**src/rtl/tcm_dma_pkg.sv**
```systemverilog
// Shared definitions for the TCM word-copy engine.
// Holds the copy FSM state type, the request tag layout
// (bit 10 = write, bit 9 = reserved zero, bits 8:0 = word index),
// the full-word byte strobe, and a tag builder.
package tcm_dma_pkg;

  typedef enum logic [2:0] {
    ST_IDLE,
    ST_RD_REQ,
    ST_RD_WAIT,
    ST_WR_REQ,
    ST_WR_WAIT,
    ST_DONE
  } state_e;

  localparam int unsigned TAG_W      = 11;
  localparam int unsigned TAG_WR_BIT = 10;
  localparam int unsigned IDX_W      = 9;

  localparam logic [3:0] STRB_WORD = 4'hF;

  function automatic logic [TAG_W-1:0] make_tag(input logic is_wr, input logic [IDX_W-1:0] idx);
    logic [TAG_W-1:0] tag;
    tag                 = '0;
    tag[TAG_WR_BIT]     = is_wr;
    tag[IDX_W-1:0]      = idx;
    return tag;
  endfunction

endpackage

```
**src/rtl/tcm_dma_timeout.sv**
```systemverilog
// Ack-wait watchdog for the TCM word-copy engine.
// Loadable down-counter: load_i reloads LOAD_VALUE, en_i counts down,
// expired_o is high in the LOAD_VALUE-th enabled cycle after a load.
// Ports: clk_i, rst_i (sync, active-high), load_i, en_i, expired_o.
// Only built when TCM_DMA_TIMEOUT_EN is defined; the module body is
// guarded so the default build has no stray unused top-level module.
`ifdef TCM_DMA_TIMEOUT_EN
module tcm_dma_timeout #(
  parameter int unsigned CNT_W      = 8,
  parameter int unsigned LOAD_VALUE = 255
) (
  input  logic clk_i,
  input  logic rst_i,
  input  logic load_i,
  input  logic en_i,
  output logic expired_o
);

  localparam logic [CNT_W-1:0] LOAD_V = CNT_W'(LOAD_VALUE);
  localparam logic [CNT_W-1:0] ONE    = CNT_W'(1);

  logic [CNT_W-1:0] count_q;
  logic [CNT_W-1:0] count_d;

  always_comb begin
    count_d = count_q;
    if (load_i) begin
      count_d = LOAD_V;
    end else if (en_i && (count_q != '0)) begin
      count_d = count_q - ONE;
    end
  end

  always_comb expired_o = en_i && (count_q == ONE);

  always_ff @(posedge clk_i) begin
    if (rst_i) begin
      count_q <= '0;
    end else begin
      count_q <= count_d;
    end
  end

endmodule
`endif

```
**src/rtl/tcm_dma_copy.sv**
```systemverilog
// Single-channel word-copy engine on the mem_d request/ack port.
// A start pulse in IDLE latches word-aligned src/dst and a word count;
// each word is one read (RD_REQ/RD_WAIT) then one write (WR_REQ/WR_WAIT),
// one request outstanding. Error responses or tag mismatches abort the
// copy with a sticky error_o and a done_o pulse.
// Ports: clk_i, rst_i (sync, active-high), start_i, src_addr_i, dst_addr_i,
//        len_i, busy_o, done_o, error_o, mem_d_* initiator port.
// Optional: TCM_DMA_TIMEOUT_EN adds an ack watchdog of TIMEOUT_CYCLES.
module tcm_dma_copy
  import tcm_dma_pkg::*;
#(
  parameter int unsigned LEN_W          = 16,
  parameter int unsigned TIMEOUT_CYCLES = 255
) (
  input  logic             clk_i,
  input  logic             rst_i,
  input  logic             start_i,
  input  logic [31:0]      src_addr_i,
  input  logic [31:0]      dst_addr_i,
  input  logic [LEN_W-1:0] len_i,
  output logic             busy_o,
  output logic             done_o,
  output logic             error_o,
  output logic [31:0]      mem_d_addr_o,
  output logic [31:0]      mem_d_data_wr_o,
  output logic             mem_d_rd_o,
  output logic [3:0]       mem_d_wr_o,
  output logic             mem_d_cacheable_o,
  output logic             mem_d_invalidate_o,
  output logic             mem_d_writeback_o,
  output logic             mem_d_flush_o,
  output logic [10:0]      mem_d_req_tag_o,
  input  logic [31:0]      mem_d_data_rd_i,
  input  logic             mem_d_accept_i,
  input  logic             mem_d_ack_i,
  input  logic             mem_d_error_i,
  input  logic [10:0]      mem_d_resp_tag_i
);

  localparam logic [LEN_W-1:0] LEN_ONE = LEN_W'(1);

  state_e             state_q, state_d;
  logic [31:0]        src_q, src_d;
  logic [31:0]        dst_q, dst_d;
  logic [LEN_W-1:0]   rem_q, rem_d;
  logic [IDX_W-1:0]   idx_q, idx_d;
  logic [31:0]        data_q, data_d;
  logic               error_q, error_d;
  logic               busy_q, busy_d;
  logic               done_q, done_d;
  logic               rd_q, rd_d;
  logic [3:0]         wr_q, wr_d;
  logic [31:0]        addr_q, addr_d;
  logic [31:0]        wdata_q, wdata_d;
  logic [TAG_W-1:0]   tag_q, tag_d;

  logic [TAG_W-1:0]   exp_tag;
  logic               resp_bad;
  logic               to_expired;

`ifdef TCM_DMA_TIMEOUT_EN
  localparam int unsigned TO_W = $clog2(TIMEOUT_CYCLES + 1);

  logic to_load;
  logic to_en;

  // Reload on every REQ->WAIT hand-off so each wait gets a fresh budget.
  always_comb begin
    to_load = ((state_q == ST_RD_REQ) || (state_q == ST_WR_REQ)) && mem_d_accept_i;
    to_en   = (state_q == ST_RD_WAIT) || (state_q == ST_WR_WAIT);
  end

  tcm_dma_timeout #(
    .CNT_W      (TO_W),
    .LOAD_VALUE (TIMEOUT_CYCLES)
  ) u_timeout (
    .clk_i     (clk_i),
    .rst_i     (rst_i),
    .load_i    (to_load),
    .en_i      (to_en),
    .expired_o (to_expired)
  );
`else
  logic unused_timeout_cfg;
  always_comb unused_timeout_cfg = ^TIMEOUT_CYCLES;
  always_comb to_expired = 1'b0;
`endif

  always_comb begin
    state_d = state_q;
    src_d   = src_q;
    dst_d   = dst_q;
    rem_d   = rem_q;
    idx_d   = idx_q;
    data_d  = data_q;
    error_d = error_q;

    exp_tag  = make_tag(state_q == ST_WR_WAIT, idx_q);
    resp_bad = mem_d_error_i || (mem_d_resp_tag_i != exp_tag);

    unique case (state_q)
      ST_IDLE: begin
        if (start_i) begin
          src_d   = {src_addr_i[31:2], 2'b00};
          dst_d   = {dst_addr_i[31:2], 2'b00};
          rem_d   = len_i;
          idx_d   = '0;
          error_d = 1'b0;
          state_d = (len_i == '0) ? ST_DONE : ST_RD_REQ;
        end
      end
      ST_RD_REQ: begin
        if (mem_d_accept_i) state_d = ST_RD_WAIT;
      end
      ST_RD_WAIT: begin
        if (mem_d_ack_i) begin
          if (resp_bad) begin
            error_d = 1'b1;
            state_d = ST_DONE;
          end else begin
            data_d  = mem_d_data_rd_i;
            state_d = ST_WR_REQ;
          end
        end else if (to_expired) begin
          error_d = 1'b1;
          state_d = ST_DONE;
        end
      end
      ST_WR_REQ: begin
        if (mem_d_accept_i) state_d = ST_WR_WAIT;
      end
      ST_WR_WAIT: begin
        if (mem_d_ack_i) begin
          if (resp_bad) begin
            error_d = 1'b1;
            state_d = ST_DONE;
          end else begin
            src_d   = src_q + 32'd4;
            dst_d   = dst_q + 32'd4;
            idx_d   = idx_q + 9'd1;
            rem_d   = rem_q - LEN_ONE;
            state_d = (rem_q == LEN_ONE) ? ST_DONE : ST_RD_REQ;
          end
        end else if (to_expired) begin
          error_d = 1'b1;
          state_d = ST_DONE;
        end
      end
      ST_DONE: begin
        state_d = ST_IDLE;
      end
      default: begin
        state_d = ST_IDLE;
      end
    endcase

    // Outputs are decoded from the next state so they appear registered
    // in the same cycle the FSM enters that state.
    busy_d  = (state_d != ST_IDLE);
    done_d  = (state_d == ST_DONE);
    rd_d    = (state_d == ST_RD_REQ);
    wr_d    = (state_d == ST_WR_REQ) ? STRB_WORD : '0;
    addr_d  = '0;
    wdata_d = '0;
    tag_d   = '0;
    if (state_d == ST_RD_REQ) begin
      addr_d = src_d;
      tag_d  = make_tag(1'b0, idx_d);
    end else if (state_d == ST_WR_REQ) begin
      addr_d  = dst_d;
      wdata_d = data_d;
      tag_d   = make_tag(1'b1, idx_d);
    end
  end

  always_ff @(posedge clk_i) begin
    if (rst_i) begin
      state_q <= ST_IDLE;
      src_q   <= '0;
      dst_q   <= '0;
      rem_q   <= '0;
      idx_q   <= '0;
      data_q  <= '0;
      error_q <= 1'b0;
      busy_q  <= 1'b0;
      done_q  <= 1'b0;
      rd_q    <= 1'b0;
      wr_q    <= '0;
      addr_q  <= '0;
      wdata_q <= '0;
      tag_q   <= '0;
    end else begin
      state_q <= state_d;
      src_q   <= src_d;
      dst_q   <= dst_d;
      rem_q   <= rem_d;
      idx_q   <= idx_d;
      data_q  <= data_d;
      error_q <= error_d;
      busy_q  <= busy_d;
      done_q  <= done_d;
      rd_q    <= rd_d;
      wr_q    <= wr_d;
      addr_q  <= addr_d;
      wdata_q <= wdata_d;
      tag_q   <= tag_d;
    end
  end

  assign busy_o             = busy_q;
  assign done_o             = done_q;
  assign error_o            = error_q;
  assign mem_d_addr_o       = addr_q;
  assign mem_d_data_wr_o    = wdata_q;
  assign mem_d_rd_o         = rd_q;
  assign mem_d_wr_o         = wr_q;
  assign mem_d_req_tag_o    = tag_q;
  assign mem_d_cacheable_o  = 1'b0;
  assign mem_d_invalidate_o = 1'b0;
  assign mem_d_writeback_o  = 1'b0;
  assign mem_d_flush_o      = 1'b0;

endmodule

```
**config.mk**
```make
export PLATFORM = sky130hd
export DESIGN_NAME = tcm_dma_copy
export DESIGN_NICKNAME = d
export VERILOG_FILES = /design/src/rtl/tcm_dma_pkg.sv /design/src/rtl/tcm_dma_timeout.sv /design/src/rtl/tcm_dma_copy.sv
export SDC_FILE = /design/constraint.sdc
export NUM_CORES = 1
export LEC_CHECK = 0
export BUFFER_PORTS_ARGS = -buffer_cell sky130_fd_sc_hd__buf_2
export CORE_MARGIN = 4
export CORE_UTILIZATION = 58
export CTS_CLUSTER_DIAMETER = 200
export CTS_CLUSTER_SIZE = 24
export DETAILED_ROUTE_END_ITERATION = 6
export GPL_ROUTABILITY_DRIVEN = 1
export GPL_TIMING_DRIVEN = 1
export MAX_ROUTING_LAYER = met4
export PLACE_DENSITY_LB_ADDON = 0.12
export SLEW_MARGIN = 30
export SYNTH_ARGS = -nofsm -noshare
export SYNTH_HDL_FRONTEND = slang
export SYNTH_SLANG_ARGS = --single-unit
```
**constraint.sdc**
```tcl
create_clock -name clk_i -period 4.53 [get_ports clk_i]
set_input_delay 0.906 -clock clk_i [delete_from_list [all_inputs] [get_ports clk_i]]
set_output_delay 0.906 -clock clk_i [all_outputs]
set_load 0.005 [all_outputs]
```
== Yosys cells after proc, flatten, opt, wreduce, memory -nomap -nowiden ==
Cells that the tools add are included.

* Bits in writable memories: 0
* Input port bits: 129
* Bits in latches: 0
* Memories: 0
* Logic and storage cells: 83
* ROM bits: 0
* Output and inout bits: 87
* Register bits after elaboration: 207

* Reductions and logical operators: 11
* Bitwise gates (word level): 1
* Shift operators: 0
* Divide/modulo/power cells: 0
* Multiply operators: 0
* Mux-type cells: 38
* $lt $le $gt $ge: 0
* Eq/ne operators: 14
* $add $sub $neg: 4

{| class="wikitable"
|+ Operators with widths
! kind !! count
|-
| $mux W32 || 11
|-
| $pmux W32 S2 || 2
|-
| $add A32 B3 Y32 const B || 2
|-
| $mux W16 || 3
|-
| $mux W9 || 4
|-
| $pmux W16 S2 || 1
|-
| $mux W3 || 9
|-
| $pmux W9 S2 || 1
|-
| $eq A16 B1 Y1 const B || 1
|-
| $logic_not A16 Y1 || 1
|-
| $sub A16 B1 Y16 const B || 1
|-
| $pmux W3 S5 || 1
|-
| $mux W11 || 1
|-
| $ne A11 B11 Y1 || 1
|-
| $add A9 B1 Y9 const B || 1
|-
| $eq A3 B2 Y1 const B || 3
|-
| $reduce_and A4 Y1 || 2
|-
| $eq A3 B1 Y1 const B || 2
|-
| $eq A3 B3 Y1 const B || 2
|-
| $ne A2 B2 Y1 const B || 3
|-
| $mux W4 || 1
|-
| $ne A2 B1 Y1 const B || 2
|-
| $reduce_bool A2 Y1 || 2
|-
| $reduce_or A2 Y1 || 2
|-
| 7 further kinds || 9
|}

== Longest topological paths before layout ==
* Depth in word-level cells: 9
* Gate-level depth with buffers: 11
* Gate-level depth less buffers: 10

== Worst setup path before layout ==
Ideal clock, no wire load.

* Path kind: input to register
* Start: input mem_d_resp_tag_i[8]
* End: register addr_q[16], in the netlist mem_d_addr_o[16]
* Data required time: 4.394 ns
* Setup time: 0.136 ns
* Stages on the path: 7
* Data arrival time: 2.662 ns
* Buffers on the path: 0
* Slack: 1.732 ns
* Cells stage by stage: xor2_1 -> nor4_1 -> nand4_2 -> nor3_1 -> mux2_1 -> a221oi_1 -> o22ai_1

* Longest elaborated chain between the ends: 8
* Elaborated cells between the ends (all ways): 17
* Those cells by class: eq/ne (3); mux (13); reduce/logical (1)

{| class="wikitable"
|+ RTL lines
! item !! RTL line !! text
|-
| start, declared || tcm_dma_copy.sv:37 || <nowiki>input logic [10:0] mem_d_resp_tag_i</nowiki>
|-
| $ne A11 B11 Y1 * || tcm_dma_copy.sv:99 || <nowiki>resp_bad = mem_d_error_i || (mem_d_resp_tag_i != exp_tag);</nowiki>
|-
| $logic_or A1 B1 Y1 * || tcm_dma_copy.sv:99 ||
|-
| $mux W3, on equally long branches || tcm_dma_copy.sv:134, tcm_dma_copy.sv:117 ||
|-
| $mux W3, on equally long branches || tcm_dma_copy.sv:133, tcm_dma_copy.sv:116 ||
|-
| $pmux W3 S5 || tcm_dma_copy.sv:101 || <nowiki>unique case (state_q)</nowiki>
|-
| $eq A3 B2 Y1 || tcm_dma_copy.sv:169 || <nowiki>end else if (state_d == ST_WR_REQ) begin</nowiki>
|-
| $mux W32 || tcm_dma_copy.sv:169 ||
|-
| $mux W32 * || tcm_dma_copy.sv:166 || <nowiki>if (state_d == ST_RD_REQ) begin</nowiki>
|-
| end signal, assigned || tcm_dma_copy.sv:204 || <nowiki>addr_q <= addr_d;</nowiki>
|-
| end, declared || tcm_dma_copy.sv:53 || <nowiki>logic [31:0] addr_q, addr_d;</nowiki>
|}

Every way passes the cells marked *; elsewhere a longest branch is shown, timed or not.
A chain may end at the register's enable or synchronous reset.

== Worst setup path in the final report ==
* Start: register state_q[2]
* End: register addr_q[2], in the netlist mem_d_addr_o[2]

* Longest elaborated chain between the ends: 9
* Elaborated cells between the ends (all ways): 25
* Those cells by class: eq/ne (7); mux (16); reduce/logical (2)

{| class="wikitable"
|+ RTL lines
! item !! RTL line !! text
|-
| start, declared || tcm_dma_copy.sv:42 || <nowiki>state_e state_q, state_d;</nowiki>
|-
| start signal, assigned || tcm_dma_copy.sv:193 || <nowiki>state_q <= state_d;</nowiki>
|-
| $eq A3 B3 Y1 || tcm_dma_copy.sv:98, tcm_dma_copy.sv:101 ||
|-
| $ne A11 B11 Y1 || tcm_dma_copy.sv:99 ||
|-
| $logic_or A1 B1 Y1 || tcm_dma_copy.sv:99 ||
|-
| $mux W3, on equally long branches || tcm_dma_copy.sv:134, tcm_dma_copy.sv:117 ||
|-
| $mux W3, on equally long branches || tcm_dma_copy.sv:133, tcm_dma_copy.sv:116 ||
|-
| $pmux W3 S5 || tcm_dma_copy.sv:101 ||
|-
| $eq A3 B2 Y1 || tcm_dma_copy.sv:169 ||
|-
| $mux W32 || tcm_dma_copy.sv:169 ||
|-
| $mux W32 * || tcm_dma_copy.sv:166 ||
|}

Marks and branches as above.

==> results.env <==
ANTENNA_FOUND_INITIAL=0
SYNTH-WARNING-COUNT=0
RSZ0062_AT_GRT='false'
TRITONCTS_CLOCK_TREE='built'
CTS_SETUP_BUFFERS=0
CTS.ROOT.BUFFER_CELL='clkbuf_16'
FINAL_CRITICAL_PATH_SETUP_SLACK_NS=1.03
OUTCOME='completed'
POST_SYNTH.CELL_AREA_AVG_UM2=7.99
ANTENNA-DIODE-COUNT=0
CHIPWIDTH_UM=137
SYNTH_TOP_FAMILY_BY_AREA='simple AND/OR/NAND/NOR gates'
VIAS_PER_CELL=6.10
DETAILEDROUTE.FIRSTPASSITERATIONCOUNT=5
CTS_HTREE_LEVELS=1
GRT_PASS1_WL_MM=44.6
GRT_PASS1_VIAS=8561
SYNTH-ASYNC-RESET-RATIO_PCT=0
CLOCKBUFFERDEPTH=3
CRIT_PATH_CELL_TRACE='nor3b_4 > xnor2_1 > and4b_1 > o21bai_2 > or2_1 > buf_4 > o22ai_1'
RELSLEWSLACK_PCT=33.1
TIMING_WORST_SETUP_PATH_TYPE='reg2reg'
NUMBER_OF_LIBRARY_CELL_TYPES_MAPPED_BY_SYNTHESIS=76
CTS_NUM_SINKS=203
FINISH.NET_COUNT=1495
FINAL_CLOCK_SKEW_NS=0.0341
INSERTION_DELAY_NS=0.48
SYNTH-EDFF-COUNT=0
WORSTSETUPSTARTPOINTTYPE='flop'
SYNTH-ADDER-AREA-SHARE_PCT=0.646
PLACE_HPWL_MM=19.9
CRITICAL_PATH.MAX_FANOUT=24
START_UTIL_PCT=60.1
HIGHEST_IR_DROP_SEEN_ON_VDD_mV=0.262
DETAIL_ROUTE.DRC_VIOLATIONS=0
POST_CTS_RESIZED=0
LAYOUT.CORE_UTILIZATION_PCT=68.8
WORSTPATHARRIVAL_NS=3.83
POST_SYNTH_INSTANCE_AREA_UM2=9680
ROUTED-VIA-COUNT=9625
REPORT.FINAL.SETUP_VIOL=0
SYNTH.AREA.MUX_SHARE_PCT=2.22
WORST_SLEW_PIN_SLEW_NS=1.00
PLACEABLECOREAREA_UM2=16100
CLK_PIN_SLEW_NS=0.10
GRT.TOTAL_USAGE_PCT=30.1
NUMPORTBUFFERS=206
CTS-HOLD-FIX-BUFFERS=0
TIMING.FMAX_MHz=286
SYNTH_SEQUENTIAL_AREA_RATIO_PCT=42.0
SLOWEST_STAGE='or2_1'
GLOBAL_PLACEMENT_ROUTABILITY_CONGESTION=0.961
TIMING_HOLD_VIOLATIONS_FINAL=0
SYNTH-COMPOUND-AREA-SHARE_PCT=20.8
POWER.DENSITY_nW_PER_UM2=356
POSTROUTEANTENNANETS=0
END_KIND='flop'
SYNTH_XOR_XNOR_AREA_SHARE_PCT=1.90
SYNTH_SIMPLE_GATE_AREA_SHARE_PCT=27.1
MIN_PATH_TYPE='reg2reg'
FINAL.PERIOD_UTILIZATION_PCT=77.2
MAXSLEWVIOLCOUNT=0
ROUTE.FINAL.WIRE_LENGTH_MM=28.9
YOSYS_REGISTER_BITS=203
AREA_GROWTH_SYN_TO_LAYOUT_PCT=14.5
CTS_INSERTED_BUFFERS=12
STD_CELL_ROWS=46
MAXCAPVIOLATIONS=0
DRIVE_GT1_SHARE_PCT=19.3
CRITPATHMAXSTAGEDELAY_NS=0.81
FINAL_PERIOD_MINUS_WORST_SETUP_SLACK_NS=3.50
FINAL.FILL_COUNT=1454
TIMING.CRITICAL_PATH.REQUIRED_NS=4.86
POSTSYNTH.TOPFLOPCELL='dfxtp_1'
FINAL.HOLD.WORST_SLACK_NS=0.453
SYNTHCELLS=1212
GRT_MAX_DEGREE=85
TOTAL_LEAKAGE_POWER_nW=4.42
PRE_CTS_WS_NS=0.857
FLOORPLAN.DIE_AREA_UM2=18800
DETAIL_ROUTE.WL_PER_CELL_UM=18.3
DESIGN.PORTCOUNT=216
DIE_Y_UM=137
TOTALNEGATIVESETUPSLACK_NS=0
FIRST_ITER_VIOLATIONS=956
GRT_OVERFLOW=0
-- metrics by stage --
step | cell area, µm² | cells | total power [mW]
6_report | 11100 | 1577 | 3.95
5_1_grt | 11100 | 1577 | 4.11
4_1_cts | 11100 | 1577 | 3.93
3_5_place_dp | 10700 | 1563 | 2.84
3_3_place_gp | 10700 | 1563 | 2.83
2_1_floorplan | 9700 | 1216 | 2.56
-- sequential cells by signal (all words and copies together) (netlist names) --
register / flops
data_q: 32
dst_q: 32
mem_d_addr_o: 32
mem_d_data_wr_o: 32
src_q: 32
rem_q: 16
mem_d_req_tag_o: 10
idx_q: 9
state_q: 3
busy_o: 1
done_o: 1
error_o: 1
mem_d_rd_o: 1
mem_d_wr_o: 1
-- critical path, delay by kind of cell, from the launching register on --
kind            cells  cell delay, ns
buf+inv             1            0.34
simple gates        3            1.71
compound gates      2            0.36
xor+xnor            1            0.25
flops               1            0.69
-- path summary, 6_finish.rpt --
path | start | to | slack (ns) | cells past startpoint
max | state_q[2]$_SDFF_PP0_ | mem_d_addr_o[2]$_SDFF_PP0_ | 1.03 | 7
min | data_q[14]$_SDFF_PP0_ | data_q[14]$_SDFF_PP0_ | 0.45 | 2
max reg2reg | state_q[2]$_SDFF_PP0_ | mem_d_addr_o[2]$_SDFF_PP0_ | 1.03 | 7
min reg2reg | data_q[14]$_SDFF_PP0_ | data_q[14]$_SDFF_PP0_ | 0.45 | 2
-- metal layers --
| metal | wire length [µm] | up-vias | part of all wire (%) | GRT usage [%] |
|---|---|---|---|---|
| li1 | - | 4617 | - | - |
| met1 | 12300 | 4450 | 43 | 42.4 |
| met2 | 13000 | 499 | 45 | 45.7 |
| met3 | 2740 | 59 | 9.5 | 3.65 |
| met4 | 810 | 0 | 2.8 | 9.15 |
| met5 | 0 | - | 0 | - |
-- synthesized netlist by cell type (18+ instances only) --
cell | number | share of area (%)
a211oi_1 | 18 | 1.4
a21oi_1 | 93 | 4.8
and2_1 | 41 | 2.6
buf_2 | 21 | 1.1
clkbuf_1 | 56 | 2.2
dfxtp_1 | 203 | 42
inv_1 | 23 | 0.89
nand2_1 | 157 | 6.1
nand3_1 | 44 | 2.3
nand4_1 | 23 | 1.5
nor2_1 | 145 | 5.6
nor3_1 | 43 | 2.2
o21ai_0 | 39 | 2.0
o22ai_1 | 40 | 2.6
-- cell type report --
type / count / area (µm²) / share of cell area, %
Timing Repair Buffer: 226 / 1180 / 10.7
Tap cell: 216 / 270 / 2.44
Inverter: 24 / 90.1 / 0.813
Clock buffer: 13 / 325 / 2.93
Multi-Input combinational cell: 894 / 5140 / 46.3
Clock inverter: 1 / 16.3 / 0.147
Sequential cell: 203 / 4070 / 36.7
-- report_power, final --
group          internal (mW)  total [mW]  switching (mW)  leakage, nW
Combinational          0.298       0.800           0.501         2.61
Sequential              1.90        2.03           0.131         1.65
Clock                  0.521        1.12           0.596        0.167
-- placed cells by master (no fill, tap or decap), types with 6 or more instances in the layout --
master     count
nor3_1        43
nand2b_1       7
and4_1        14
xor2_1        16
a221oi_1       9
o32ai_1        6
a22oi_1       14
nor2_1       144
nor2b_1        6
o21ai_0       39
a22o_1        12
nand4_1       23
mux2i_1       17
o2bb2ai_1      7
o22ai_1       40
and3_1         8
and2_1        41
buf_2        205
nand3_1       44
a31oi_1       17
inv_1         23
dfxtp_1      202
a21oi_1       93
a211oi_1      18
buf_4         21
nor4_1        17
a21o_1         6
clkbuf_16     13
nand2_1      157
-- cells by family after synthesis --
| kind of cell | count (synthesis) |
|---|---|
| compound gates | 308 |
| xor+xnor | 21 |
| fa+ha+maj | 5 |
| buf+inv | 119 |
| flops | 203 |
| mux | 21 |
| other cells | 1 |
| simple gates | 534 |
No activity file was read; power rests on OpenSTA's default activity.
